--- src/rtl/mem_access_unit_if.sv ---
// Data-bus request/acknowledge bundle between the MEM stage and the memory system.
// The master holds req/we/addr/wstrb/wdata until ack; rdata is valid only with ack.
interface mem_access_unit_if;
    logic        req;
    logic        we;
    logic [31:0] addr;
    logic [3:0]  wstrb;
    logic [31:0] wdata;
    logic        ack;
    logic [31:0] rdata;

    modport master (output req, we, addr, wstrb, wdata, input ack, rdata);
    modport slave  (input req, we, addr, wstrb, wdata, output ack, rdata);
endinterface

--- src/rtl/mem_access_unit.sv ---
// MEM-stage load/store unit: decode, alignment check, one bus transaction, load formatting, LL/SC.
// Latency: 3 cycles in MEM minimum; o_mem_stall holds upstream until the bus acknowledges.
module mem_access_unit #(
    parameter logic [4:0] EXC_NONE = 5'h1F,
    parameter logic [4:0] EXC_ADEL = 5'd4,
    parameter logic [4:0] EXC_ADES = 5'd5
) (
    input  logic               clk,
    input  logic               reset,
    input  logic [31:0]        i_MEM_current_instr,
    input  logic [31:0]        i_MEM_ALU_result,
    input  logic [31:0]        i_MEM_opr2_value,
    input  logic [4:0]         i_MEM_except_cause,
    input  logic               i_MEM_is_eret,
    input  logic               i_flush,
    mem_access_unit_if.master  dbus,
    output logic               o_mem_stall,
    output logic               o_MEM_load_valid,
    output logic [31:0]        o_MEM_load_data,
    output logic [4:0]         o_MEM_except_cause,
    output logic [31:0]        o_MEM_bad_vaddr,
    output logic               o_LL_bit
);
    localparam logic [5:0] OP_LB  = 6'h20;
    localparam logic [5:0] OP_LH  = 6'h21;
    localparam logic [5:0] OP_LW  = 6'h23;
    localparam logic [5:0] OP_LBU = 6'h24;
    localparam logic [5:0] OP_LHU = 6'h25;
    localparam logic [5:0] OP_SB  = 6'h28;
    localparam logic [5:0] OP_SH  = 6'h29;
    localparam logic [5:0] OP_SW  = 6'h2B;
    localparam logic [5:0] OP_LL  = 6'h30;
    localparam logic [5:0] OP_SC  = 6'h38;

    typedef enum logic [1:0] {S_IDLE, S_BUS, S_DONE, S_DRAIN} state_t;

    state_t      r_state;
    state_t      w_next;
    logic        r_req;
    logic        r_we;
    logic [29:0] r_addr;
    logic [3:0]  r_wstrb;
    logic [31:0] r_wdata;
    logic [5:0]  r_op;
    logic [1:0]  r_lane;
    logic [31:0] r_load_data;
    logic        r_ll;

    logic [5:0]  w_opc;
    logic [31:0] w_addr;
    logic [31:0] w_rt;
    logic        w_unused;
    logic        w_is_load;
    logic        w_is_store;
    logic        w_misalign;
    logic        w_addr_err;
    logic        w_access;
    logic        w_is_sc;
    logic        w_sc_fail;
    logic        w_start;
    logic [3:0]  w_wstrb;
    logic [31:0] w_wdata;
    logic [7:0]  w_byte;
    logic [15:0] w_half;
    logic [31:0] w_fmt;
    logic        w_ll_set;
    logic        w_ll_clr;

    assign w_opc    = i_MEM_current_instr[31:26];
    assign w_unused = ^i_MEM_current_instr[25:0];
    assign w_addr   = i_MEM_ALU_result;
    assign w_rt     = i_MEM_opr2_value;

    always_comb begin
        w_is_load  = 1'b0;
        w_is_store = 1'b0;
        w_misalign = 1'b0;
        w_wstrb    = 4'h0;
        w_wdata    = 32'h0;
        case (w_opc)
            OP_LB, OP_LBU: w_is_load = 1'b1;
            OP_LH, OP_LHU: begin
                w_is_load  = 1'b1;
                w_misalign = w_addr[0];
            end
            OP_LW, OP_LL: begin
                w_is_load  = 1'b1;
                w_misalign = |w_addr[1:0];
            end
            OP_SB: begin
                w_is_store = 1'b1;
                w_wstrb    = 4'b0001 << w_addr[1:0];
                w_wdata    = {4{w_rt[7:0]}};
            end
            OP_SH: begin
                w_is_store = 1'b1;
                w_misalign = w_addr[0];
                w_wstrb    = w_addr[1] ? 4'b1100 : 4'b0011;
                w_wdata    = {2{w_rt[15:0]}};
            end
            OP_SW, OP_SC: begin
                w_is_store = 1'b1;
                w_misalign = |w_addr[1:0];
                w_wstrb    = 4'hF;
                w_wdata    = w_rt;
            end
            default: ;
        endcase
    end

    // An incoming cause outranks our own address check; only self-detected errors report bad_vaddr.
    assign w_addr_err = (i_MEM_except_cause == EXC_NONE) && (w_is_load || w_is_store) && w_misalign;

    always_comb begin
        o_MEM_except_cause = EXC_NONE;
        o_MEM_bad_vaddr    = 32'h0;
        if (i_MEM_except_cause != EXC_NONE) begin
            o_MEM_except_cause = i_MEM_except_cause;
        end else if (w_addr_err) begin
            o_MEM_except_cause = w_is_load ? EXC_ADEL : EXC_ADES;
            o_MEM_bad_vaddr    = w_addr;
        end
    end

    assign w_access  = (w_is_load || w_is_store) && (o_MEM_except_cause == EXC_NONE);
    assign w_is_sc   = (w_opc == OP_SC);
    assign w_sc_fail = (r_state == S_IDLE) && w_access && w_is_sc && !r_ll && !i_flush && !reset;
    assign w_start   = (r_state == S_IDLE) && w_access && !(w_is_sc && !r_ll) && !i_flush && !reset;

    always_comb begin
        case (r_lane)
            2'd0:    w_byte = dbus.rdata[7:0];
            2'd1:    w_byte = dbus.rdata[15:8];
            2'd2:    w_byte = dbus.rdata[23:16];
            default: w_byte = dbus.rdata[31:24];
        endcase
        w_half = r_lane[1] ? dbus.rdata[31:16] : dbus.rdata[15:0];
        w_fmt  = 32'h0;
        case (r_op)
            OP_LB:        w_fmt = {{24{w_byte[7]}}, w_byte};
            OP_LBU:       w_fmt = {24'h0, w_byte};
            OP_LH:        w_fmt = {{16{w_half[15]}}, w_half};
            OP_LHU:       w_fmt = {16'h0, w_half};
            OP_LW, OP_LL: w_fmt = dbus.rdata;
            OP_SC:        w_fmt = 32'd1;
            default:      w_fmt = 32'h0;
        endcase
    end

    always_comb begin
        w_next = r_state;
        case (r_state)
            S_IDLE:  if (w_start) w_next = S_BUS;
            S_BUS: begin
                if (dbus.ack)    w_next = i_flush ? S_IDLE : S_DONE;
                else if (i_flush) w_next = S_DRAIN;
            end
            S_DONE:  w_next = S_IDLE;
            S_DRAIN: if (dbus.ack) w_next = S_IDLE;
            default: w_next = S_IDLE;
        endcase
    end

    assign w_ll_set = (r_state == S_DONE) && (r_op == OP_LL) && !i_flush;
    assign w_ll_clr = ((r_state == S_DONE) && (r_op == OP_SC)) || w_sc_fail ||
                      ((r_state == S_IDLE) && i_MEM_is_eret);

    always_ff @(posedge clk) begin
        if (reset) begin
            r_state     <= S_IDLE;
            r_req       <= 1'b0;
            r_we        <= 1'b0;
            r_addr      <= 30'h0;
            r_wstrb     <= 4'h0;
            r_wdata     <= 32'h0;
            r_op        <= 6'h0;
            r_lane      <= 2'h0;
            r_load_data <= 32'h0;
            r_ll        <= 1'b0;
        end else begin
            r_state <= w_next;
            r_req   <= (w_next == S_BUS) || (w_next == S_DRAIN);
            if (w_start) begin
                r_we    <= w_is_store;
                r_addr  <= w_addr[31:2];
                r_wstrb <= w_wstrb;
                r_wdata <= w_wdata;
                r_op    <= w_opc;
                r_lane  <= w_addr[1:0];
            end
            if ((r_state == S_BUS) && dbus.ack) begin
                r_load_data <= w_fmt;
            end
            // Clear wins over set when both land in the same cycle.
            if (w_ll_clr) begin
                r_ll <= 1'b0;
            end else if (w_ll_set) begin
                r_ll <= 1'b1;
            end
        end
    end

    assign dbus.req   = r_req;
    assign dbus.we    = r_we;
    assign dbus.addr  = {r_addr, 2'b00};
    assign dbus.wstrb = r_wstrb;
    assign dbus.wdata = r_wdata;

    assign o_mem_stall      = !reset && (w_start || (r_state == S_BUS) || (r_state == S_DRAIN));
    assign o_MEM_load_valid = ((r_state == S_DONE) && !i_flush) || w_sc_fail;
    assign o_MEM_load_data  = w_sc_fail ? 32'h0 : r_load_data;
    assign o_LL_bit         = r_ll;
endmodule

--- src/flat_wrapper.sv ---
// flat-port wrapper written by rule: the top's interface ports become plain ports
module mem_access_unit_flat 
#(
    parameter logic [4:0] EXC_NONE = 5'h1F,
    parameter logic [4:0] EXC_ADEL = 5'd4,
    parameter logic [4:0] EXC_ADES = 5'd5
)
  (clk, reset, i_MEM_current_instr, i_MEM_ALU_result, i_MEM_opr2_value, i_MEM_except_cause, i_MEM_is_eret, i_flush, o_mem_stall, o_MEM_load_valid, o_MEM_load_data, o_MEM_except_cause, o_MEM_bad_vaddr, o_LL_bit, dbus_req, dbus_we, dbus_addr, dbus_wstrb, dbus_wdata, dbus_ack, dbus_rdata);
  mem_access_unit_if dbus_i ();
  input  logic clk;
  input  logic reset;
  input  logic [31:0] i_MEM_current_instr;
  input  logic [31:0] i_MEM_ALU_result;
  input  logic [31:0] i_MEM_opr2_value;
  input  logic [4:0] i_MEM_except_cause;
  input  logic i_MEM_is_eret;
  input  logic i_flush;
  output logic o_mem_stall;
  output logic o_MEM_load_valid;
  output logic [31:0] o_MEM_load_data;
  output logic [4:0] o_MEM_except_cause;
  output logic [31:0] o_MEM_bad_vaddr;
  output logic o_LL_bit;
  output wire logic [$bits(dbus_i.req)-1:0] dbus_req;
  output wire logic [$bits(dbus_i.we)-1:0] dbus_we;
  output wire logic [$bits(dbus_i.addr)-1:0] dbus_addr;
  output wire logic [$bits(dbus_i.wstrb)-1:0] dbus_wstrb;
  output wire logic [$bits(dbus_i.wdata)-1:0] dbus_wdata;
  input wire logic [$bits(dbus_i.ack)-1:0] dbus_ack;
  input wire logic [$bits(dbus_i.rdata)-1:0] dbus_rdata;
  assign dbus_req = dbus_i.req;
  assign dbus_we = dbus_i.we;
  assign dbus_addr = dbus_i.addr;
  assign dbus_wstrb = dbus_i.wstrb;
  assign dbus_wdata = dbus_i.wdata;
  assign dbus_i.ack = dbus_ack;
  assign dbus_i.rdata = dbus_rdata;
  mem_access_unit #(.EXC_NONE(EXC_NONE), .EXC_ADEL(EXC_ADEL), .EXC_ADES(EXC_ADES)) u_core (.clk(clk), .reset(reset), .i_MEM_current_instr(i_MEM_current_instr), .i_MEM_ALU_result(i_MEM_ALU_result), .i_MEM_opr2_value(i_MEM_opr2_value), .i_MEM_except_cause(i_MEM_except_cause), .i_MEM_is_eret(i_MEM_is_eret), .i_flush(i_flush), .dbus(dbus_i), .o_mem_stall(o_mem_stall), .o_MEM_load_valid(o_MEM_load_valid), .o_MEM_load_data(o_MEM_load_data), .o_MEM_except_cause(o_MEM_except_cause), .o_MEM_bad_vaddr(o_MEM_bad_vaddr), .o_LL_bit(o_LL_bit));
endmodule
--- config.mk ---
export PLATFORM = sky130hd
export DESIGN_NAME = mem_access_unit_flat
export DESIGN_NICKNAME = d
export VERILOG_FILES = /design/src/rtl/mem_access_unit_if.sv /design/src/rtl/mem_access_unit.sv /design/src/flat_wrapper.sv
export SDC_FILE = /design/constraint.sdc
export NUM_CORES = 1
export LEC_CHECK = 0
export CORE_MARGIN = 2
export CORE_UTILIZATION = 46
export CTS_BUF_LIST = sky130_fd_sc_hd__clkbuf_4
export DETAILED_ROUTE_END_ITERATION = 12
export PLACE_DENSITY = 0.85
export RECOVER_POWER = 25
export REMOVE_ABC_BUFFERS = 1
export SYNTH_ARGS = -nofsm -noshare
export SYNTH_HDL_FRONTEND = slang
export SYNTH_SLANG_ARGS = --single-unit
--- constraint.sdc ---
create_clock -name clk -period 5.35 [get_ports clk]
set_clock_uncertainty 0.15 [all_clocks]
set_input_delay 1.3375 -clock clk [delete_from_list [all_inputs] [get_ports clk]]
set_output_delay 1.3375 -clock clk [all_outputs]
set_load 0.01 [all_outputs]
==> flow_metrics.tcl <==
set metrics [dict create \
    period_minus_slack_ns 5.26 \
    critPathCaptureType "output port" \
    ys_ff_latch 111 \
    crit_family "buffers and inverters" \
    route.detailed.drc 0 \
    r2r_slack_ns 2.61 \
    placed_area_um2 8650 \
    crit_chain "clkdlybuf4s50_1, or3b_4, a2111o_1, and2_1, nor2_4, buf_6, and2_1, clkdlybuf4s50_1" \
    setup_tns_ns 0 \
    start_util_pct 47.4 \
    antenna_found_initial 1 \
    synthesis.area_um2 6030 \
    placed_cells 1134 \
    path_clk_slew_ns 0.17 \
    reg2reg_depth 5 \
    final_nets 1119 \
    pwr-share-seq_pct 57.3 \
    ant_nets 0 \
    cts_hold_buffers 0 \
    ir_worst_vdd_mv 0.137 \
    hold_class "register to register" \
    viasPerCell 5.79 \
    async_reset_ff_share_pct 0 \
    crit_type "primary input to output port" \
    post-dp-hpwl_mm 14.1 \
    wirelength_mm 21.2 \
    slew_headroom_pct -45.7 \
    syn_inst 757 \
    synth_flop_cell "dfxtp_1" \
    cp_max_fo 13 \
    setup_slack_ns 0.0856 \
    status "finished with violations" \
    clkPwrFrac_pct 30.2 \
    p_sw_share_pct 25.5 \
    routedWlPerCell_um 18.3 \
    cts_tree "done" \
    clock_sinks 111 \
    r2r_start "u_core.r_lane[1]" \
    io_pins 280 \
    critPathRequiredTime_ns 3.86 \
    die_area_um2 14000 \
    hold_viol 0 \
    drv_cap 1 \
    gr-usage-all-layers_pct 28.0 \
    finalCritPeriodShare_pct 98.4 \
    grt_overflow_total 0 \
    crit_buf_inv 3 \
    synth_largest_area_cell "dfxtp_1" \
    grt_pass1_wl_mm 32.1 \
    synth_cell_type_count 52 \
    grt_max_degree 97 \
    stdcell_count 1159 \
    synth.area.top_cells "dfxtp_1 37%, o21ai_0 9.2%, and2_1 6.8%" \
    netlist.area_leader.share_pct 36.8 \
    grt_pass1_vias 6108 \
    drtIter0Drc 551 \
    critical_path.reg2reg.endpoint "u_core.r_load_data[30]" \
    worstSetupEndpoint "o_MEM_bad_vaddr[10]" \
    final_cell_area_um2 8980 \
    clock_path_buffers 2 \
    clock_tree.root_cell "clkbuf_4" \
    cp_data_arrival_time_ns 3.78 \
    worst-path-stages 8 \
    rows 41 \
    p_leak_nw 3.67 \
    worstMarginPinSlew_ns 2.18 \
    numCtsBuffers 9 \
    firstDrtPassIters 5 \
    via_count 6714 \
    htreeDepth 3 \
    yosys_warnings 0 \
    drv_slew 97 \
    syn_area_per_cell_um2 7.97 \
    syn2layout_area_growth_pct 49.0 \
    setup_violations 0 \
    portBuffers 251 \
    power.density_nw_per_um2 161 \
    die_h_um 119 \
    power_switching_mw 0.369 \
    cp-startpoint "i_MEM_current_instr[30]" \
    core-area_um2 12700 \
    yosysSeqAreaShare_pct 36.8 \
    fmax_mhz 190 \
    die_w_um 119 \
    critPathMaxStageDelay_ns 0.53 \
    pre_cts_slack_ns -0.121 \
    internal_power_mw 1.08 \
    violations "capacitance limit, slew limit" \
    combPwrFrac_pct 12.5 \
    clk_latency_ns 0.49 \
    drive_above_1_share_pct 8.22 \
    gp_congestion 0.801 \
    startpoint_type "primary input" \
    synth_edf_count 0 \
    slowest_stage "clkdlybuf4s50_1" \
]
## power groups by stage
stage	Combinational, mW	Sequential (mW)	Clock, mW
floorplan	0.0371	0.845	0
global placement	0.175	0.845	0
detailed placement	0.176	0.845	0
CTS	0.177	0.828	0.443
global route	0.192	0.828	0.475
finish	0.181	0.828	0.436
## worst min path at each step
| stage | slack (ns) | startpoint | depth (start not counted) | endpoint |
|---|---|---|---|---|
| after floorplan | 0.27 | u_core.r_load_data[16] | 2 | u_core.r_load_data[16] |
| after global placement | 0.28 | u_core.r_load_data[27] | 2 | u_core.r_load_data[27] |
| after detailed placement | 0.28 | u_core.r_load_data[25] | 2 | u_core.r_load_data[25] |
| after CTS | 0.32 | u_core.r_load_data[18] | 2 | u_core.r_load_data[18] |
| after global routing | 0.34 | u_core.r_load_data[20] | 2 | u_core.r_load_data[20] |
| final | 0.32 | u_core.r_load_data[18] | 2 | u_core.r_load_data[18] |
## metrics by stage
step	hold WS, ns	power [mW]	util, %
2_1_floorplan	0.267	0.882	-
3_3_place_gp	0.277	1.02	68.0
3_5_place_dp	0.284	1.02	68.0
4_1_cts	0.321	1.45	69.1
5_1_grt	0.344	1.49	70.6
6_report	0.319	1.44	70.6
## cells by family after synthesis
logic type      synth area share (%)
mux                             5.33
compound gates                  26.0
flops                           36.8
simple gates                    25.5
xor+xnor                       0.145
buf+inv                         6.10
other cells                   0.0622
## per-layer routing
| metal | vias to the layer above | share of wire, % | global-route usage [%] |
|---|---|---|---|
| met5 | - | 0 | 0 |
| met3 | 47 | 7.8 | 6.23 |
| li1 | 3195 | - | - |
| met4 | 0 | 2.8 | 11.2 |
| met1 | 3179 | 41 | 35.2 |
| met2 | 293 | 49 | 46.6 |
## synthesized netlist by cell type, drive strengths merged (2+ instances only)
cell and instances:
o21ai 119, o21a 2, a22oi 9, or3 2
a22o 14, nor3b 2, nand2b 4, a211oi 13
nand3 5, nor2 26, o22ai 2, mux4 8
buf 26, mux2i 13, a31oi 11, nor2b 35
nand3b 4, and4 2, clkbuf 51, nand4 39
nand2 79, a311oi 7, and3 3, o2bb2ai 8
a221oi 11, a21oi 57, and2 66, and3b 2
nor3 8, inv 6, dfxtp 111
## worst min-delay path, stage by stage, from the launching register on
cell	delay, ns
dfxtp_1	0.34
nand2_1	0.04
o21ai_0	0.06
## layout make-up
type | count | area [µm²]
Fill cell | 1068 | 3740
Multi-Input combinational cell | 567 | 3520
Timing Repair Buffer | 286 | 2870
Sequential cell | 111 | 2220
Tap cell | 172 | 215
Clock buffer | 10 | 75.1
Clock inverter | 6 | 61.3
Inverter | 6 | 25.0
Antenna cell | 1 | 2.50
## cells in the final DEF, fill, tap and decap left out, types with 5 or more instances in the layout
cell type	instances
a311oi_1	7
a31oi_1	11
and2_1	65
clkbuf_4	10
o21ai_1	8
nor2b_1	35
a21oi_1	57
mux2i_1	13
dlymetal6s2s_1	28
inv_1	5
mux4_2	8
a211oi_1	7
o21ai_0	111
dlygate4sd3_1	51
a221oi_1	11
nand4_1	39
buf_4	30
a22o_1	14
dlygate4sd2_1	8
nand2_1	79
dfxtp_1	111
a211oi_2	6
a22oi_1	9
clkdlybuf4s50_1	163
o2bb2ai_1	8
nor3_1	6
nor2_1	25
## registers in the layout, indices dropped and copies added (netlist names)
name	cells
u_core.r_state	2
u_core.dbus.wdata	32
u_core.dbus.we	1
u_core.r_op	6
u_core.r_addr	30
u_core.o_LL_bit	1
u_core.r_load_data	32
u_core.r_lane	2
u_core.dbus.wstrb	4
u_core.dbus.req	1
## what timing repair did
| item | CTS | global route |
|---|---|---|
| gates cloned | 0 | 4 |
| endpoints found under the setup margin | 42 | 56 |
| resized for setup | 11 | 40 |
| setup buffers | 0 | 4 |
| pin swaps | 0 | 3 |
Note: power is estimated with default switching activity, not from simulation.
